==> config.mk <==
export PLATFORM = sky130hd
export DESIGN_NAME = alu_op_sequencer_flat
export DESIGN_NICKNAME = d
export VERILOG_FILES = /design/src/rtl/alu_op_sequencer_pkg.sv /design/src/rtl/alu_op_sequencer_if.sv /design/src/rtl/alu_op_sequencer.sv /design/src/flat_wrapper.sv
export SDC_FILE = /design/constraint.sdc
export NUM_CORES = 1
export LEC_CHECK = 0
export ABC_AREA = 0
export CAP_MARGIN = 20
export CORE_MARGIN = 3
export CORE_UTILIZATION = 39
export CTS_CLUSTER_DIAMETER = 30
export DETAILED_ROUTE_END_ITERATION = 8
export PLACE_DENSITY = 0.77
export SETUP_SLACK_MARGIN = 0.05
export SLEW_MARGIN = 10
export SYNTH_ARGS = -nofsm -noshare
export SYNTH_HDL_FRONTEND = slang
export SYNTH_SLANG_ARGS = --single-unit
==> constraint.sdc <==
create_clock -name clk -period 1.28 [get_ports clk]
set_input_delay 0.256 -clock clk [delete_from_list [all_inputs] [get_ports clk]]
set_output_delay 0.256 -clock clk [all_outputs]
set_load 0.01 [all_outputs]
==> src/rtl/alu_op_sequencer_pkg.sv <==
`default_nettype none
// +--------------------------------------------------------------------------+
// | Module      : alu_op_sequencer_pkg                                       |
// | Description : Shared encodings for the ALU operation sequencer:          |
// |               ALU function codes, accumulator/bus source selects and     |
// |               the sequencer FSM state encoding.                          |
// | Revision    : 1.0 - initial release                                      |
// +--------------------------------------------------------------------------+
package alu_op_sequencer_pkg;

    // ALU function select
    localparam logic [1:0] CMODE_ADD = 2'b00;
    localparam logic [1:0] CMODE_AND = 2'b01;
    localparam logic [1:0] CMODE_OR  = 2'b10;
    localparam logic [1:0] CMODE_XOR = 2'b11;

    // Accumulator source select
    localparam logic INMODE_PIN  = 1'b1;
    localparam logic INMODE_ALU  = 1'b0;

    // Bus source select
    localparam logic OUTMODE_BUS = 1'b0;
    localparam logic OUTMODE_ALU = 1'b1;

    // Sequencer FSM states
    typedef enum logic [1:0] {
        ST_IDLE = 2'd0,
        ST_LOAD = 2'd1,
        ST_EXEC = 2'd2,
        ST_RESP = 2'd3
    } state_t;

endpackage
`default_nettype wire

==> src/rtl/alu_op_sequencer_if.sv <==
`default_nettype none
// +--------------------------------------------------------------------------+
// | Module      : alu_op_sequencer_if                                        |
// | Description : Bundles the operation request port, the ALU control/     |
// |               status pins and the result port of the sequencer.          |
// |   master : sequencer side (accepts ops, drives ALU pins, sends result)   |
// |   slave  : environment side (issues ops, models ALU, takes result)       |
// | Revision    : 1.0 - initial release                                      |
// +--------------------------------------------------------------------------+
interface alu_op_sequencer_if #(
    parameter int DW = 4,
    parameter int FW = 3
);
    import alu_op_sequencer_pkg::*;

    // Operation request
    logic          op_valid;
    logic          op_ready;
    logic [1:0]    op_cmode;
    logic [DW-1:0] op_a;
    logic [DW-1:0] op_b;
    logic          op_chain;

    // ALU control and status
    logic [DW-1:0] tin;
    logic [DW-1:0] pin;
    logic          uacc;
    logic          inmode;
    logic          outmode;
    logic [1:0]    cmode;
    logic [DW-1:0] alu_bus;
    logic [FW-1:0] alu_flgs;

    // Result
    logic          res_valid;
    logic          res_ready;
    logic [DW-1:0] res_data;
    logic [FW-1:0] res_flags;

    modport master (
        input  op_valid, op_cmode, op_a, op_b, op_chain,
        output op_ready,
        output tin, pin, uacc, inmode, outmode, cmode,
        input  alu_bus, alu_flgs,
        output res_valid, res_data, res_flags,
        input  res_ready
    );

    modport slave (
        output op_valid, op_cmode, op_a, op_b, op_chain,
        input  op_ready,
        input  tin, pin, uacc, inmode, outmode, cmode,
        output alu_bus, alu_flgs,
        input  res_valid, res_data, res_flags,
        output res_ready
    );

endinterface
`default_nettype wire

==> src/rtl/alu_op_sequencer.sv <==
`default_nettype none
// +--------------------------------------------------------------------------+
// | Module      : alu_op_sequencer                                           |
// | Description : Upstream control stage for the 4-bit accumulator ALU.      |
// |               Accepts one op per handshake, sequences LOAD/EXEC on the   |
// |               ALU pins, captures bus result + flags and offers them on   |
// |               a valid/ready result port. Chained ops reuse the           |
// |               accumulator and skip LOAD.                                 |
// | Ports       : clk, rst (sync, active-high)                               |
// |               bus      - alu_op_sequencer_if.master (op/ALU/result)      |
// |               op_count - completed-result counter, saturating at 255,   |
// |                          present only with ALU_OP_SEQUENCER_OPCNT_EN     |
// | Revision    : 1.0 - initial release                                      |
// +--------------------------------------------------------------------------+
module alu_op_sequencer
    import alu_op_sequencer_pkg::*;
#(
    parameter int DW = 4,
    parameter int FW = 3
) (
    input  wire logic                clk,
    input  wire logic                rst,
`ifdef ALU_OP_SEQUENCER_OPCNT_EN
    output logic [7:0]               op_count,
`endif
    alu_op_sequencer_if.master       bus
);

    state_t        r_state;
    state_t        w_next;

    logic [1:0]    r_op_cmode;
    logic [DW-1:0] r_a;
    logic [DW-1:0] r_b;
    logic          r_acc_valid;

    // Last values driven on the ALU data pins; shown outside LOAD/EXEC
    logic [DW-1:0] r_pin_hold;
    logic [DW-1:0] r_tin_hold;
    logic [1:0]    r_cmode_hold;

    logic [DW-1:0] r_res_data;
    logic [FW-1:0] r_res_flags;

    logic          w_accept;
    logic          w_eff_chain;
    logic          w_res_hs;

    assign w_accept    = (r_state == ST_IDLE) && bus.op_valid;
    // A chain request is only honoured once the accumulator holds a result
    assign w_eff_chain = bus.op_chain && r_acc_valid;
    assign w_res_hs    = (r_state == ST_RESP) && bus.res_ready;

    always_ff @(posedge clk) begin
        if (rst) r_state <= ST_IDLE;
        else     r_state <= w_next;
    end

    always_comb begin
        w_next        = r_state;
        bus.op_ready  = 1'b0;
        bus.uacc      = 1'b0;
        bus.inmode    = INMODE_PIN;
        bus.outmode   = OUTMODE_BUS;
        bus.res_valid = 1'b0;
        bus.pin       = r_pin_hold;
        bus.tin       = r_tin_hold;
        bus.cmode     = r_cmode_hold;
        case (r_state)
            ST_IDLE: begin
                bus.op_ready = 1'b1;
                if (w_accept) w_next = w_eff_chain ? ST_EXEC : ST_LOAD;
            end
            ST_LOAD: begin
                bus.pin  = r_a;
                bus.uacc = 1'b1;
                w_next   = ST_EXEC;
            end
            ST_EXEC: begin
                bus.tin     = r_b;
                bus.cmode   = r_op_cmode;
                bus.inmode  = INMODE_ALU;
                bus.outmode = OUTMODE_ALU;
                bus.uacc    = 1'b1;
                w_next      = ST_RESP;
            end
            ST_RESP: begin
                bus.res_valid = 1'b1;
                if (w_res_hs) w_next = ST_IDLE;
            end
            default: w_next = ST_IDLE;
        endcase
    end

    always_ff @(posedge clk) begin
        if (rst) begin
            r_op_cmode   <= CMODE_ADD;
            r_a          <= '0;
            r_b          <= '0;
            r_acc_valid  <= 1'b0;
            r_pin_hold   <= '0;
            r_tin_hold   <= '0;
            r_cmode_hold <= CMODE_ADD;
            r_res_data   <= '0;
            r_res_flags  <= '0;
        end else begin
            if (w_accept) begin
                r_op_cmode <= bus.op_cmode;
                r_a        <= bus.op_a;
                r_b        <= bus.op_b;
            end
            if (r_state == ST_LOAD) r_pin_hold <= r_a;
            if (r_state == ST_EXEC) begin
                r_tin_hold   <= r_b;
                r_cmode_hold <= r_op_cmode;
                r_res_data   <= bus.alu_bus;
                r_res_flags  <= bus.alu_flgs;
                r_acc_valid  <= 1'b1;
            end
        end
    end

    assign bus.res_data  = r_res_data;
    assign bus.res_flags = r_res_flags;

`ifdef ALU_OP_SEQUENCER_OPCNT_EN
    logic [7:0] r_op_count;

    always_ff @(posedge clk) begin
        if (rst)                               r_op_count <= 8'd0;
        else if (w_res_hs && r_op_count != 8'hFF) r_op_count <= r_op_count + 8'd1;
    end

    assign op_count = r_op_count;
`endif

endmodule
`default_nettype wire
==> src/flat_wrapper.sv <==
// flat-port wrapper written by rule: the top's interface ports become plain ports
module alu_op_sequencer_flat import alu_op_sequencer_pkg::*;
#(
    parameter int DW = 4,
    parameter int FW = 3
)
  (clk, rst, bus_op_valid, bus_op_cmode, bus_op_a, bus_op_b, bus_op_chain, bus_op_ready, bus_tin, bus_pin, bus_uacc, bus_inmode, bus_outmode, bus_cmode, bus_alu_bus, bus_alu_flgs, bus_res_valid, bus_res_data, bus_res_flags, bus_res_ready);
  alu_op_sequencer_if #(.DW(DW), .FW(FW)) bus_i ();
  input  wire logic clk;
  input  wire logic rst;
  input wire logic [$bits(bus_i.op_valid)-1:0] bus_op_valid;
  input wire logic [$bits(bus_i.op_cmode)-1:0] bus_op_cmode;
  input wire logic [$bits(bus_i.op_a)-1:0] bus_op_a;
  input wire logic [$bits(bus_i.op_b)-1:0] bus_op_b;
  input wire logic [$bits(bus_i.op_chain)-1:0] bus_op_chain;
  output wire logic [$bits(bus_i.op_ready)-1:0] bus_op_ready;
  output wire logic [$bits(bus_i.tin)-1:0] bus_tin;
  output wire logic [$bits(bus_i.pin)-1:0] bus_pin;
  output wire logic [$bits(bus_i.uacc)-1:0] bus_uacc;
  output wire logic [$bits(bus_i.inmode)-1:0] bus_inmode;
  output wire logic [$bits(bus_i.outmode)-1:0] bus_outmode;
  output wire logic [$bits(bus_i.cmode)-1:0] bus_cmode;
  input wire logic [$bits(bus_i.alu_bus)-1:0] bus_alu_bus;
  input wire logic [$bits(bus_i.alu_flgs)-1:0] bus_alu_flgs;
  output wire logic [$bits(bus_i.res_valid)-1:0] bus_res_valid;
  output wire logic [$bits(bus_i.res_data)-1:0] bus_res_data;
  output wire logic [$bits(bus_i.res_flags)-1:0] bus_res_flags;
  input wire logic [$bits(bus_i.res_ready)-1:0] bus_res_ready;
  assign bus_i.op_valid = bus_op_valid;
  assign bus_i.op_cmode = bus_op_cmode;
  assign bus_i.op_a = bus_op_a;
  assign bus_i.op_b = bus_op_b;
  assign bus_i.op_chain = bus_op_chain;
  assign bus_op_ready = bus_i.op_ready;
  assign bus_tin = bus_i.tin;
  assign bus_pin = bus_i.pin;
  assign bus_uacc = bus_i.uacc;
  assign bus_inmode = bus_i.inmode;
  assign bus_outmode = bus_i.outmode;
  assign bus_cmode = bus_i.cmode;
  assign bus_i.alu_bus = bus_alu_bus;
  assign bus_i.alu_flgs = bus_alu_flgs;
  assign bus_res_valid = bus_i.res_valid;
  assign bus_res_data = bus_i.res_data;
  assign bus_res_flags = bus_i.res_flags;
  assign bus_i.res_ready = bus_res_ready;
  alu_op_sequencer #(.DW(DW), .FW(FW)) u_core (.clk(clk), .rst(rst), .bus(bus_i));
endmodule
Word level (Yosys, flattened, before mapping)
Cells that the tools add are included.

word-level totals
  register bits after elaboration = 30
  input port bits = 22
  word-level logic and storage cells = 33

cells by class
  eq/ne operators = 5
  muxes and demuxes = 12
  reductions and logical operators = 6

operator list
  kind                                                                     number
  2-bit 2-to-1 mux                                                         4
  4-bit 2-to-1 mux                                                         2
  2-bit one-hot mux with 4 select lines                                    1
  1-bit 2-to-1 mux                                                         5
  2-bit equality test, second input constant                               2
  2-bit by 1-bit inequality test with 1-bit output, second input constant  2
  1-bit logical AND                                                        3
  2-bit by 1-bit equality test with 1-bit output, second input constant    1
  2-bit zero test                                                          1
  2-bit AND reduction                                                      1
  2-bit OR reduction                                                       1

Logic depth before layout (Yosys ltp)
  depth after elaboration = 4
  mapped depth = 7

Worst setup path after synthesis
OpenSTA, ideal clock, no wires.

  path type = flip-flop to flip-flop
  start point = reg u_core.r_state[0]
  end point = reg u_core.r_cmode_hold[0]
  library setup time = 0.115 ns
  arrival = 1.280 ns
  data required time = 1.165 ns
  setup slack = -0.115 ns
  stages on the path, launching flop included = 6
  period minus slack after synthesis = 1.395 ns
  cell sequence = dfxtp_1 > inv_1 > ha_1 > buf_6 > mux2_4 > and2_1

on the way
  longest elaborated chain between the ends = 2

ends and longest elaborated chain
  item                    line                     source
  from (decl)             alu_op_sequencer.sv:29   state_t r_state;
  from (signal assigned)  alu_op_sequencer.sv:56   else r_state <= w_next;
  2-bit equality test     -
  2-bit 2-to-1 mux        -
  via bus_cmode[0]        flat_wrapper.sv:22       output wire logic [$bits(bus_i.cmode)-1:0] bus_cmode;
  to (signal assigned)    alu_op_sequencer.sv:115  r_cmode_hold <= r_op_cmode;
  to (decl)               alu_op_sequencer.sv:40   logic [1:0] r_cmode_hold;

The timed path passes the listed nets, and every way through them passes these cells.
A chain may end at the register's enable or synchronous reset.

Worst setup path after layout
  start point = reg u_core.r_state[0]
  end point = out bus_tin[0]

on the way
  longest elaborated chain between the ends = 2

ends and longest elaborated chain
  item                 line                    source
  2-bit equality test  alu_op_sequencer.sv:69  case (r_state)
  4-bit 2-to-1 mux     -
  to (decl)            flat_wrapper.sv:17      output wire logic [$bits(bus_i.tin)-1:0] bus_tin;

Every way passes these cells.

==> summary.md <==
| Metric | Value |
|---|---|
| Status | finished with violations |
| Failing checks | negative setup slack |
| Clock Sinks | 30 |
| Worst-Margin Slew | approximately 0.35 ns |
| Synth Cell Area | 1221 um2 |
| DR DRC count | 0 |
| N_diodes | 0 |
| Tcrit/Tclk final | 136.4% |
| Hold Startpoint | bus_op_b[1] |
| Pin count of the biggest net entering global routing | 12 |
| Critical-path top delay cell | dfxtp_4 |
| Max Cap Viol | 0 |
| WL/cell | between 15 and 20 um |
| Reg clk slew, reported paths | roughly 0.10 ns |
| Pre-CTS setup slack | -0.4595 ns |
| Tot GR Track Use | approximately 20% |
| Kind of critical path | flop to output pin |
| Total grt overflow | 0 |
| Smallest setup slack after layout | -0.4657 ns |
| Setup-failing EPs final | 29 |
| Critical path launch point type | flop |
| # H-tree levels | 2 |
| Vias/cell | roughly 4.7 |
| Root Buffer | clkbuf_4 |
| Core area | roughly 2900 um2 |
| Sequential Area | 608.1 um2 |
| P_leak | 0.9154 nW |
| Die area | 3838 um2 |
| Drt pass-1 iters | 4 |
| Min-delay worst type | primary input to flop |
| Clk buf depth | 2 |
| Syn Nets | about 150 |
| Sequential share of the synthesized area | between 40% and 50% |
| Total Wirelength | 3480 um |
| Final slew viol count | 0 |
| Flops & latches, synth | 30 |
| Layout cells sized above 1 | a little under three fifths |
| Worst VDD drop | around 1.4 mV |
| Crit-path max cell delay | between 0.3 and 0.4 ns |
| Routed Antenna Nets | 0 |
| Placer Congestion | ~0.7 |
| PwrDens | 2047 nW/um2 |
| CTS buffer count | 5 |
| Die X | between 60 and 70 um |
| Layout Area Growth over Synthesis | 79.00% |
| Utilization after layout | about three quarters |
| Initial antenna violation count | 0 |
| Count of cell types in the netlist | 20 |
| Mean Syn Cell Area | around 10 um2 |
| Multi-input logic area | about 740 um2 |
| Commonest non-fill, non-tap cell in the layout | dfxtp_1 |
| Reg2reg start | u_core.r_state[0] |
| Critical path's top delay family | flip-flops |
| Synth warn | 0 |
| Die Y | around 62 um |
| Non-Filler Instances | 230 |
| Worst Skew | roughly 0.012 ns |
| Synth Instances | about 120 |
| Skew-Pair Late Insertion Delay | roughly 0.34 ns |
| CP Capture Type | output pin |
| Io pins | 44 |
| Vias | 1088 |
| DP HPWL | between 2000 and 2500 um |
| Iter 0 DRT Violations | 21 |
| Post-layout total power | 0.004475 W |
| Crit path time final | ~1.7 ns |
| Final net count | approximately 210 |
| Fill cells | just under 200 |
| CP Buf/Inv Count | 3 |
| RSZ-0062 raised after global routing | true |
| Post-CTS Hold Fix Bufs | 0 |
| Initial core utilization | 42.45% |
| Fin. Hold Viols | 0 |
| Max Fclk | roughly 570 MHz |
| Critical-path cell list | inv_4 -> ha_4 -> buf_6 -> mux2_4 -> buf_6 |
| Inst Count DP | 213 |
| Vias in the first global route | between 1k and 1.5k |
| Setup crit start | u_core.r_state[0] |
| First-pass GRT wire length | 5520 um |
| Site Rows | 19 |
| CTS tree | done |
| Slew Limit Headroom | between 70% and 80% |
| Critical path data arrival time | between 1 and 1.5 ns |
| Post-route setup TNS | -6.076 ns |
| Most frequent cells in the layout | dfxtp_1 (28), buf_6 (23), clkdlybuf4s50_1 (21), nand2_2 (15) |
| CP required | 1.02 ns |
| Critical path fanouts, max | 6 |
| Port Buf Inserts | 43 |
| Critical Path Most Common Cell | buf_6 |
[flip-flops by register name (all words and copies together) (netlist names)]
name / flops
u_core.r_b: 4
u_core.r_tin_hold: 4
u_core.r_op_cmode: 2
u_core.r_pin_hold: 4
u_core.bus.res_data: 4
u_core.r_a: 4
u_core.bus.res_flags: 3
u_core.r_acc_valid: 1
u_core.r_cmode_hold: 2
u_core.r_state: 2
[worst paths after layout]
path,endpoint,slack [ns],depth (start not counted)
max reg2reg,u_core.r_state[0],-0.17,7
max,bus_tin[0],-0.47,5
min reg2reg,u_core.r_op_cmode[0],0.47,2
min,u_core.r_b[1],0.47,3
[timing repair]
item	in CTS	in global routing
gates resized for setup	123	35
endpoints found under the setup margin	51	48
setup buffers	6	4
gates cloned	2	0
pin swaps	12	11
[layer usage]
layer	share of wire [%]	track usage (%)	vias to the layer above
met5	0	0	-
met4	2.2	7.273	0
met3	4.6	5.372	8
met2	55	37.28	35
met1	38	21.94	519
li1	-	-	526
[cell type report]
class / instances / area share [%]
inverters: 4 / 0.9159
multi-input cells: 83 / 33.94
repair buffers: 63 / 29.82
well taps: 42 / 2.404
clock buffers: 6 / 2.347
flip-flops and latches: 30 / 27.82
clock inverters: 2 / 2.748
[report_power, final]
part | total, W | internal [W] | switching, W
Combinational | 0.00224 | 0.00131 | 0.000931
Clock | 0.00101 | 0.000662 | 0.000344
Sequential | 0.00123 | 0.00111 | 0.000119
[Yosys cell counts, drive strengths merged]
library cell / number / area (um2)
a221oi: 1 / 15.01
and3: 1 / 6.260
nand2b: 3 / 18.77
buf: 5 / 48.80
mux2: 10 / 135.1
clkbuf: 1 / 3.750
nand2: 22 / 82.58
inv: 4 / 15.01
a21oi: 10 / 50.05
a32o: 1 / 10.01
ha: 4 / 50.05
and2: 11 / 68.82
nor2: 11 / 41.29
nand3: 1 / 5.000
dfxtp: 30 / 600.6
mux2i: 7 / 70.07
[metrics by stage]
stage	area, um2	hold WS (ns)
after global routing	2186	0.4513
after detailed placement	1760	0.4499
after CTS	2107	0.4563
final	2186	0.4685
after global placement	1760	0.4423
after floorplan	1244	0.3920
[cells by family after synthesis]
family	count (synthesis)	synth area share, %
compound gates	12	6.147
fa+ha+maj	4	4.099
buf+inv	10	5.532
flops	30	49.18
mux	17	16.80
simple gates	49	18.24
[worst reg2reg max path: stages (launching register included)]
cell	delay, ns
dfxtp_4	0.37
inv_4	0.04
ha_4	0.19
buf_4	0.17
bufbuf_16	0.26
nor2_2	0.09
nor2_1	0.05
a32o_1	0.19
No activity file was read; power rests on OpenSTA's default activity.
